## src/rtl/datacache_assoc.sv

```systemverilog
// Write-back, write-allocate data cache, 1- or 2-way set-associative with per-set LRU.
// CPU side uses a req/done handshake; memory side moves whole lines with req/ack.
module datacache_assoc #(
   parameter int ADDR_W     = 32,
   parameter int DATA_W     = 32,
   parameter int LINE_WORDS = 4,
   parameter int SETS       = 4,
   parameter int WAYS       = 2
) (
   input  logic                         clk,
   input  logic                         rst_n,
   input  logic                         cpu_req,
   input  logic                         cpu_wr,
   input  logic [ADDR_W-1:0]            cpu_addr,
   input  logic [3:0]                   cpu_be,
   input  logic [DATA_W-1:0]            cpu_wdata,
   output logic [DATA_W-1:0]            cpu_rdata,
   output logic                         cpu_done,
   output logic                         mem_req,
   output logic                         mem_we,
   output logic [ADDR_W-1:0]            mem_addr,
   output logic [LINE_WORDS*DATA_W-1:0] mem_wline,
   input  logic [LINE_WORDS*DATA_W-1:0] mem_rline,
   input  logic                         mem_ack
);
   localparam int OFF    = $clog2(LINE_WORDS*4);
   localparam int IDX_W  = $clog2(SETS);
   localparam int TAG_W  = ADDR_W - OFF - IDX_W;
   localparam int WSEL_W = (LINE_WORDS > 1) ? $clog2(LINE_WORDS) : 1;
   localparam int LINE_W = LINE_WORDS*DATA_W;

   typedef enum logic [2:0] {IDLE, LOOKUP, WRITEBACK, REFILL, RESPOND} state_t;
   state_t state_q, state_d;

   logic [TAG_W-1:0]  tag_q   [WAYS][SETS];
   logic [LINE_W-1:0] data_q  [WAYS][SETS];
   logic [SETS-1:0]   valid_q [WAYS];
   logic [SETS-1:0]   dirty_q [WAYS];
   logic [SETS-1:0]   lru_q;
   logic              victim_q;

   logic [TAG_W-1:0]  tag;
   logic [IDX_W-1:0]  idx;
   logic [WSEL_W-1:0] wsel;
   logic              hit, hit_way, vic_way, acc_way, do_access;
   logic [LINE_W-1:0] acc_line;
   logic [DATA_W-1:0] acc_word, merged;

   function automatic logic [DATA_W-1:0] merge_be(input logic [DATA_W-1:0] old_w,
                                                  input logic [DATA_W-1:0] new_w,
                                                  input logic [3:0]        be);
      logic [DATA_W-1:0] m;
      m = old_w;
      for (int b = 0; b < 4; b++)
         if (be[b]) m[8*b +: 8] = new_w[8*b +: 8];
      return m;
   endfunction

   assign tag  = cpu_addr[ADDR_W-1:OFF+IDX_W];
   assign idx  = cpu_addr[OFF+IDX_W-1:OFF];
   assign wsel = WSEL_W'((cpu_addr >> 2) & ADDR_W'(LINE_WORDS-1));

   // Victim prefers the lowest invalid way, else the LRU way of the set.
   always_comb begin
      hit     = 1'b0;
      hit_way = 1'b0;
      for (int w = 0; w < WAYS; w++)
         if (valid_q[w][idx] && tag_q[w][idx] == tag) begin
            hit     = 1'b1;
            hit_way = 1'(w);
         end
      vic_way = (WAYS > 1) ? lru_q[idx] : 1'b0;
      for (int w = WAYS-1; w >= 0; w--)
         if (!valid_q[w][idx]) vic_way = 1'(w);
   end

   assign acc_way   = (state_q == LOOKUP) ? hit_way : victim_q;
   assign acc_line  = data_q[acc_way][idx];
   assign acc_word  = acc_line[wsel*DATA_W +: DATA_W];
   assign merged    = merge_be(acc_word, cpu_wdata, cpu_be);
   assign do_access = (state_q == LOOKUP && hit) || (state_q == RESPOND);

   always_ff @(posedge clk or negedge rst_n) begin
      if (!rst_n) state_q <= IDLE;
      else        state_q <= state_d;
   end

   always_comb begin
      state_d   = state_q;
      mem_req   = 1'b0;
      mem_we    = 1'b0;
      mem_addr  = '0;
      mem_wline = '0;
      unique case (state_q)
         IDLE:
            if (cpu_req && !cpu_done) state_d = LOOKUP;
         LOOKUP:
            if (hit)                                              state_d = IDLE;
            else if (valid_q[vic_way][idx] && dirty_q[vic_way][idx]) state_d = WRITEBACK;
            else                                                  state_d = REFILL;
         WRITEBACK: begin
            mem_req   = 1'b1;
            mem_we    = 1'b1;
            mem_addr  = {tag_q[victim_q][idx], idx, {OFF{1'b0}}};
            mem_wline = data_q[victim_q][idx];
            if (mem_ack) state_d = REFILL;
         end
         REFILL: begin
            mem_req  = 1'b1;
            mem_addr = {tag, idx, {OFF{1'b0}}};
            if (mem_ack) state_d = RESPOND;
         end
         RESPOND:
            state_d = IDLE;
         default:
            state_d = IDLE;
      endcase
   end

   // Control state: cleared by reset so an aborted miss leaves nothing behind.
   always_ff @(posedge clk or negedge rst_n) begin
      if (!rst_n) begin
         for (int w = 0; w < WAYS; w++) begin
            valid_q[w] <= '0;
            dirty_q[w] <= '0;
         end
         lru_q     <= '0;
         victim_q  <= 1'b0;
         cpu_done  <= 1'b0;
         cpu_rdata <= '0;
      end else begin
         cpu_done <= do_access;
         if (state_q == LOOKUP) victim_q <= vic_way;
         if (do_access) begin
            cpu_rdata <= cpu_wr ? merged : acc_word;
            if (cpu_wr && cpu_be != 4'b0000) dirty_q[acc_way][idx] <= 1'b1;
            if (WAYS > 1) lru_q[idx] <= ~acc_way;
         end
         if (state_q == WRITEBACK && mem_ack) dirty_q[victim_q][idx] <= 1'b0;
         if (state_q == REFILL && mem_ack) begin
            valid_q[victim_q][idx] <= 1'b1;
            dirty_q[victim_q][idx] <= 1'b0;
         end
      end
   end

   always_ff @(posedge clk) begin
      if (state_q == REFILL && mem_ack) begin
         data_q[victim_q][idx] <= mem_rline;
         tag_q[victim_q][idx]  <= tag;
      end else if (do_access && cpu_wr) begin
         data_q[acc_way][idx][wsel*DATA_W +: DATA_W] <= merged;
      end
   end
endmodule

```

## config.mk

```make
export PLATFORM = sky130hd
export DESIGN_NAME = datacache_assoc
export DESIGN_NICKNAME = d
export VERILOG_FILES = /design/src/rtl/datacache_assoc.sv
export SDC_FILE = /design/constraint.sdc
export NUM_CORES = 2
export LEC_CHECK = 0
export BUFFER_PORTS_ARGS = -buffer_cell sky130_fd_sc_hd__buf_4
export CELL_PAD_IN_SITES_DETAIL_PLACEMENT = 0
export CELL_PAD_IN_SITES_GLOBAL_PLACEMENT = 2
export CORE_UTILIZATION = 40
export DETAILED_ROUTE_END_ITERATION = 12
export GPL_ROUTABILITY_DRIVEN = 1
export PLACE_DENSITY_LB_ADDON = 0.1
export SLEW_MARGIN = 20
export SYNTH_ARGS = -nofsm -noshare
export SYNTH_HDL_FRONTEND = slang
export SYNTH_SLANG_ARGS = --single-unit
export TNS_END_PERCENT = 30
```

## constraint.sdc

```tcl
create_clock -name clk -period 7.15 [get_ports clk]
set_input_delay 0.715 -clock clk [delete_from_list [all_inputs] [get_ports clk]]
set_output_delay 0.715 -clock clk [all_outputs]
set_load 0.02 [all_outputs]
```

After elaboration in Yosys (flattened, before gate mapping)
Memory sizes are Yosys's and may differ from the RTL's.
Cells that the tools add are included.
{"block": "op_classes", "bitwise": 10, "n_mux": 78, "n_lt_le_gt_ge": 9, "n_reduce_logical": 20, "eq_ne": 9, "n_addsub": 1, "shifts": 3}
{"cell": "$mux W512", "count": 4}
{"cell": "$mux W128", "count": 7}
{"cell": "$bmux W128 S2", "count": 2}
{"cell": "$demux W128 S2", "count": 2}
{"cell": "$reduce_or A512 Y1", "count": 1}
{"cell": "$mux W26", "count": 7}
{"cell": "$bmux W26 S2", "count": 3}
{"cell": "$shift A32 B34 Y128 const A", "count": 1}
{"cell": "$shiftx A128 B8 Y32", "count": 1}
{"cell": "$shiftx A32 B34 Y128", "count": 1}
{"cell": "$mux W104", "count": 1}
{"cell": "$mux W8", "count": 8}
{"cell": "$pmux W32 S2", "count": 1}
{"cell": "$demux W26 S2", "count": 1}
{"cell": "$eq A26 B26 Y1", "count": 2}
{"cell": "$neg A7 Y34", "count": 1}
{"cell": "$mux W32", "count": 1}
{"cell": "$mux W4", "count": 8}
{"cell": "$mux W1", "count": 19}
{"cell": "$and A8 B8 Y8", "count": 2}
{"cell": "$or A8 B8 Y8", "count": 2}
{"cell": "$logic_and A1 B1 Y1", "count": 13}
{"cell": "$pmux W3 S4", "count": 1}
{"cell": "$bmux W1 S2", "count": 5}
{"cell": "25 further kinds", "count": 36}
{"block": "word_totals", "n_memories": 2, "ram_bits": 1232, "out_inout_bits": 195, "input_bits": 201, "ff_bits": 57}
{"name": "data_q", "depth": 2, "word_bits": 512, "rd": 2, "rd_clocked_by_memory_dff": 0, "wr": 1, "line_no": "36", "text": "logic [LINE_W-1:0] data_q [WAYS][SETS];"}
{"name": "tag_q", "depth": 2, "word_bits": 104, "rd": 3, "rd_clocked_by_memory_dff": 0, "wr": 1, "line_no": "35", "text": "logic [TAG_W-1:0] tag_q [WAYS][SETS];"}

Longest topological paths before layout
{"block": "logic_depth", "ltp_word": 20, "depth_mapped": 18, "depth_no_buf": 10}

Least setup slack after synthesis
No wires, ideal clock.
{"block": "synth_timing", "path_kind": "in2reg", "from": "in cpu_addr[5]", "to": "mem data_q[0][100] (netlist bit), enable pin", "cell_stages": 15, "path_buffers": 5, "setup_ps": 502, "arrival_ps": 6375, "setup_slack_ps": 274, "cell_sequence": "buf_4 buf_4 clkbuf_1 mux4_2 xnor2_1 nand4_1 nor4b_1 and4b_1 a221oi_1 or2_1 buf_2 clkinv_2 buf_6 a31oi_1 nor4_1"}
{"block": "synth_between", "elab_chain_cells": 16, "word_cells_on_any_way": 36, "classes_between": "order compare (2); eq/ne (2); mux (24); bitwise (1); reduce/logical (7)"}
{"element": "start: declaration", "line_no": "14", "text": "input logic [ADDR_W-1:0] cpu_addr,"}
{"element": "$not A2 Y3 (implied by the code)", "line_no": "68, 149, 152"}
{"element": "$bmux W26 S2", "line_no": "68", "text": "if (valid_q[w][idx] && tag_q[w][idx] == tag) begin"}
{"element": "$mux W26 (implied by the code) (2 in series)", "line_no": "68"}
{"element": "$eq A26 B26 Y1", "line_no": "68"}
{"element": "$logic_and A1 B1 Y1", "line_no": "68"}
{"element": "$mux W1 (2 in series)", "line_no": "68"}
{"element": "$logic_and A1 B1 Y1", "line_no": "81", "text": "assign do_access = (state_q == LOOKUP && hit) || (state_q == RESPOND);"}
{"element": "$logic_or A1 B1 Y1", "line_no": "81"}
{"element": "$logic_and A1 B1 Y1", "line_no": "151", "text": "end else if (do_access && cpu_wr) begin"}
{"element": "$mux W1", "line_no": "151"}
{"element": "$mux W1", "line_no": "148", "text": "if (state_q == REFILL && mem_ack) begin"}
{"element": "$mux W512 (implied by the code)", "line_no": "152", "text": "data_q[acc_way][idx][wsel*DATA_W +: DATA_W] <= merged;"}
{"element": "$reduce_or A512 Y1 (no line)"}
{"element": "$mux W1 (no line) / $mux W512 (equally long branches)"}
{"element": "end: declaration", "line_no": "36"}
Several ways; a longest one is shown, not always the timed one. The select of a mux whose other input is x is not followed.

Final worst setup path
{"block": "layout_timing", "from": "in cpu_addr[4]", "to": "out mem_wline[100]"}
{"block": "layout_between", "elab_chain_cells": 5}
{"element": "$not A2 Y3 (implied by the code)", "line_no": "105", "text": "mem_wline = data_q[victim_q][idx];"}
{"element": "$bmux W128 S2", "line_no": "105"}
{"element": "$mux W128 (implied by the code) (2 in series)", "line_no": "105"}
{"element": "$mux W128", "line_no": "94", "text": "unique case (state_q)"}
{"element": "end: declaration", "line_no": "22", "text": "output logic [LINE_WORDS*DATA_W-1:0] mem_wline,"}
No other way between the ends. The select of a mux whose other input is x is not followed.

==> impl_metrics.csv <==
group,metric,value,unit
synth,synth_commonest_cells,"edfxtp_1, a22oi_1, mux4_2",
clocking,holdBufCountCts,0,
worst_setup_path,path_common_cell,"buf_4",
power_and_ir_drop,p_int,14.98,mW
synth,yosys_warnings,0,
timing,max_freq,178.0,MHz
clocking,clockBufferDepth,3,
clocking,cts_resized,0,
power_and_ir_drop,ir_drop,0.3347,mV
worst_setup_path,end_kind,"output port",
cells_and_area,layout-drive-gt1-share,26.95,%
worst_setup_path,cp_max_fo,80,
synth,synth_area_leaders,"edfxtp_1, mux4_2, a22oi_1",
synth,synth_top_area_cell,"edfxtp_1",
clocking,htree_levels,4,
placement,dp.cells,6273,
synth,yosysSeqAreaShare,63.44,%
grt,antenna_found_initial,8,
power_and_ir_drop,pwr-share-comb,26.3,%
synth,syn-mean-instance-area,15.04,sq um
floorplan,fp.coreArea,150100,sq um
floorplan,die_area,153000,sq um
worst_setup_path,slowest_stage,"a31oi_1",
floorplan,std_cell_rows,142,
synth,synth_edf_count,1232,
placement,hpwl,153400,um
power_and_ir_drop,seqPwrFrac,40.0,%
timing,report.final.slew_viol_count,0,
clocking,root_buffer,"clkbuf_16",
min_path,hp-class,"in2async",
worst_setup_path,cp.arrival,4.90,ns
floorplan,die_h,391.1,um
timing,period_minus_slack,5.618,ns
synth,ys_seq_elements,1289,
power_and_ir_drop,p_sw,7.291,mW
timing,finalCritPeriodShare,78.58,%
grt,grt-ovfl-total,0,
grt,grt_pass1_wl,329100,um
synth,async_reset_ff_share,4.422,%
run_status,outcome,"completed",
drt,wl_per_cell,36.65,um
floorplan,die_w,391.1,um
drt,drc,0,
placement,io_buffer_count,389,
floorplan,io_pins,396,
worst_setup_path,regToRegStartpoint,"tag_q[1][70]$_DFFE_PP_",
timing,final-hold-violation-count,0,
power_and_ir_drop,p_leak,23.59,nW
worst_setup_path,timing.rr.end,"data_q[1][57]$_DFFE_PP_",
drt,drtAntennaViolNets,0,
drt,viasPerCell,6.411,
floorplan,start_util,40.34,%
worst_setup_path,ff2ff_setup_slack,1.92,ns
drt,first_pass_iters,6,
synth,synth_top_area_share,61.09,%
cells_and_area,nets,4612,
synth,synth_area,60560,sq um
power_and_ir_drop,netSwitchingFraction,32.74,%
worst_setup_path,cp_cell_sequence,"buf_8 -> buf_4 -> buf_4 -> nand2_2 -> buf_4 -> nor2_4 -> buf_12 -> a22o_1 -> a221oi_1 -> a31oi_1 -> buf_4",
power_and_ir_drop,clkPwrFrac,33.8,%
job,cap_violations,0,
grt,first_global_vias,41110,
timing,setup-violations-final,0,
cells_and_area,final_cells,6547,
clocking,cts_tree,"yes",
clocking,post_cts_buffers,0,
cells_and_area,num-fill-cells,13100,
synth,yosysMostFrequentCell,"edfxtp_1",
worst_setup_path,crit_family,"buffers and inverters",
worst_setup_path,ff2ff_path_depth,11,
placement,gp_congestion,0.8523,
clocking,clock_sinks,1289,
synth,syn-instance-count,4026,
timing,clock-skew-final,0.03685,ns
timing,setup_tns,0,ns
clocking,numCtsBuffers,147,
clocking,clk_latency,0.79,ns
timing,maxSlewHeadroom,22.90,%
worst_setup_path,critPathMaxStageDelay,0.64,ns
grt,grt_usage,31.08,%
worst_setup_path,crit_buf_inv,6,
grt,grt_max_degree,106,
power_and_ir_drop,power.density,312.0,nW/um^2
worst_setup_path,cp-start-kind,"input pin",
clocking,clk_pin_slew,0.05,ns
synth,yosysUniqueCellTypes,88,
cells_and_area,area_growth,17.83,%
drt,drtIter0Drc,4790,
drt,totalWireLength,239900,um
worst_setup_path,worstPathRequired,6.43,ns
drt,dr_total_vias,41970,
timing,tightest_slew,1.152,ns
worst_setup_path,worst-setup-path-type,"in2out",
synth,synthFlopType,"edfxtp_1",
timing,rsz0062_at_grt,"false",
==> cell usage in the layout (no fill, tap or decap), types with 36 or more instances in the layout <==
cell,count
a22oi_1,326
o211ai_1,54
mux4_2,268
o21ai_0,52
clkbuf_16,152
a41oi_1,73
nand3_1,57
a22o_1,48
buf_4,556
edfxtp_1,1232
and2_1,42
clkinv_1,36
mux2i_1,203
o2bb2ai_1,101
a21oi_1,166
mux2_2,60
dfrtp_1,55
xnor2_1,45
a31oi_1,81
nand2_1,243
nor2_1,166
o22ai_1,50
==> stage by stage <==
step / power, mW / utilization (%) / hold slack (ns) / area (sq um) / worst slack (ns)
3_5_place_dp: 14.89 / 44.33 / 0.4483 / 66560 / 1.035
3_3_place_gp: 14.88 / 44.33 / 0.4460 / 66560 / 1.068
6_report: 22.27 / 47.53 / 0.05461 / 71360 / 1.532
5_1_grt: 22.88 / 47.52 / 0.09577 / 71340 / 1.402
4_1_cts: 22.34 / 47.52 / 0.07671 / 71340 / 1.497
2_1_floorplan: 11.95 / - / 0.4194 / 60570 / 0.2736
==> power by group through the flow <==
stage | combinational, mW | sequential, mW | clock, mW
floorplan | 2.90 | 9.05 | 0
global route | 6.10 | 8.93 | 7.86
finish | 5.85 | 8.90 | 7.52
detailed placement | 5.83 | 9.05 | 0
CTS | 5.85 | 8.90 | 7.58
global placement | 5.83 | 9.05 | 0
==> worst max path at each step <==
stage	start	to	cells after the start
global placement	cpu_addr[4]	data_q[1][243]$_DFFE_PP_	11
finish	cpu_addr[4]	mem_wline[100]	11
global route	cpu_addr[4]	mem_wline[117]	10
detailed placement	cpu_addr[4]	data_q[1][441]$_DFFE_PP_	13
floorplan	cpu_addr[5]	data_q[0][100]$_DFFE_PP_	15
CTS	cpu_addr[4]	mem_wline[117]	10
==> layer usage <==
metal	global-route usage, %	vias to the layer above	wire, um
met5	0	-	27
met4	10.73	4	8826
met3	6.546	356	21510
met2	49.26	2149	112000
met1	42.37	22060	97620
li1	-	17400	-
==> state kept, by name, summed over array words and instances, names as in the netlist <==
name       flops
dirty_q        8
lru_q          4
data_q      1024
tag_q        208
cpu_done       1
state_q        3
cpu_rdata     32
victim_q       1
valid_q        8
==> final cells by class <==
type                       count  area, sq um  share of cell area [%]
clock buffer                 178         3901                   5.467
timing repair buffer         575         4544                   6.368
clock inverter                88        877.1                   1.229
antenna                        8        20.02                 0.02805
tap                         2016         2522                   3.535
sequential                  1289        38430                   53.85
inverter                      27        105.1                  0.1473
multi-input combinational   2366        20970                   29.38
==> worst register-to-register path: stages, from the launching register on <==
cell and delay [ns]:
edfxtp_1 0.37, mux4_1 0.58, and2_1 0.19, a2111oi_0 0.42
nand4bb_1 0.21, or4_1 0.58, o21ai_4 0.61, buf_4 0.41
mux2i_1 0.68, a31oi_1 0.18, buf_4 0.23, o2bb2ai_1 0.50
==> cells by family after synthesis <==
group                    synth area share (%)
AO/OA/AOI/OAI                           13.37
XOR/XNOR                               0.7231
adder cells (fa/ha/maj)                0.1033
buffers and inverters                   2.781
flip-flops                              63.44
multiplexers                            14.57
other                                0.006192
AND/OR/NAND/NOR                         5.006
Note: power is estimated with default switching activity, not from simulation.
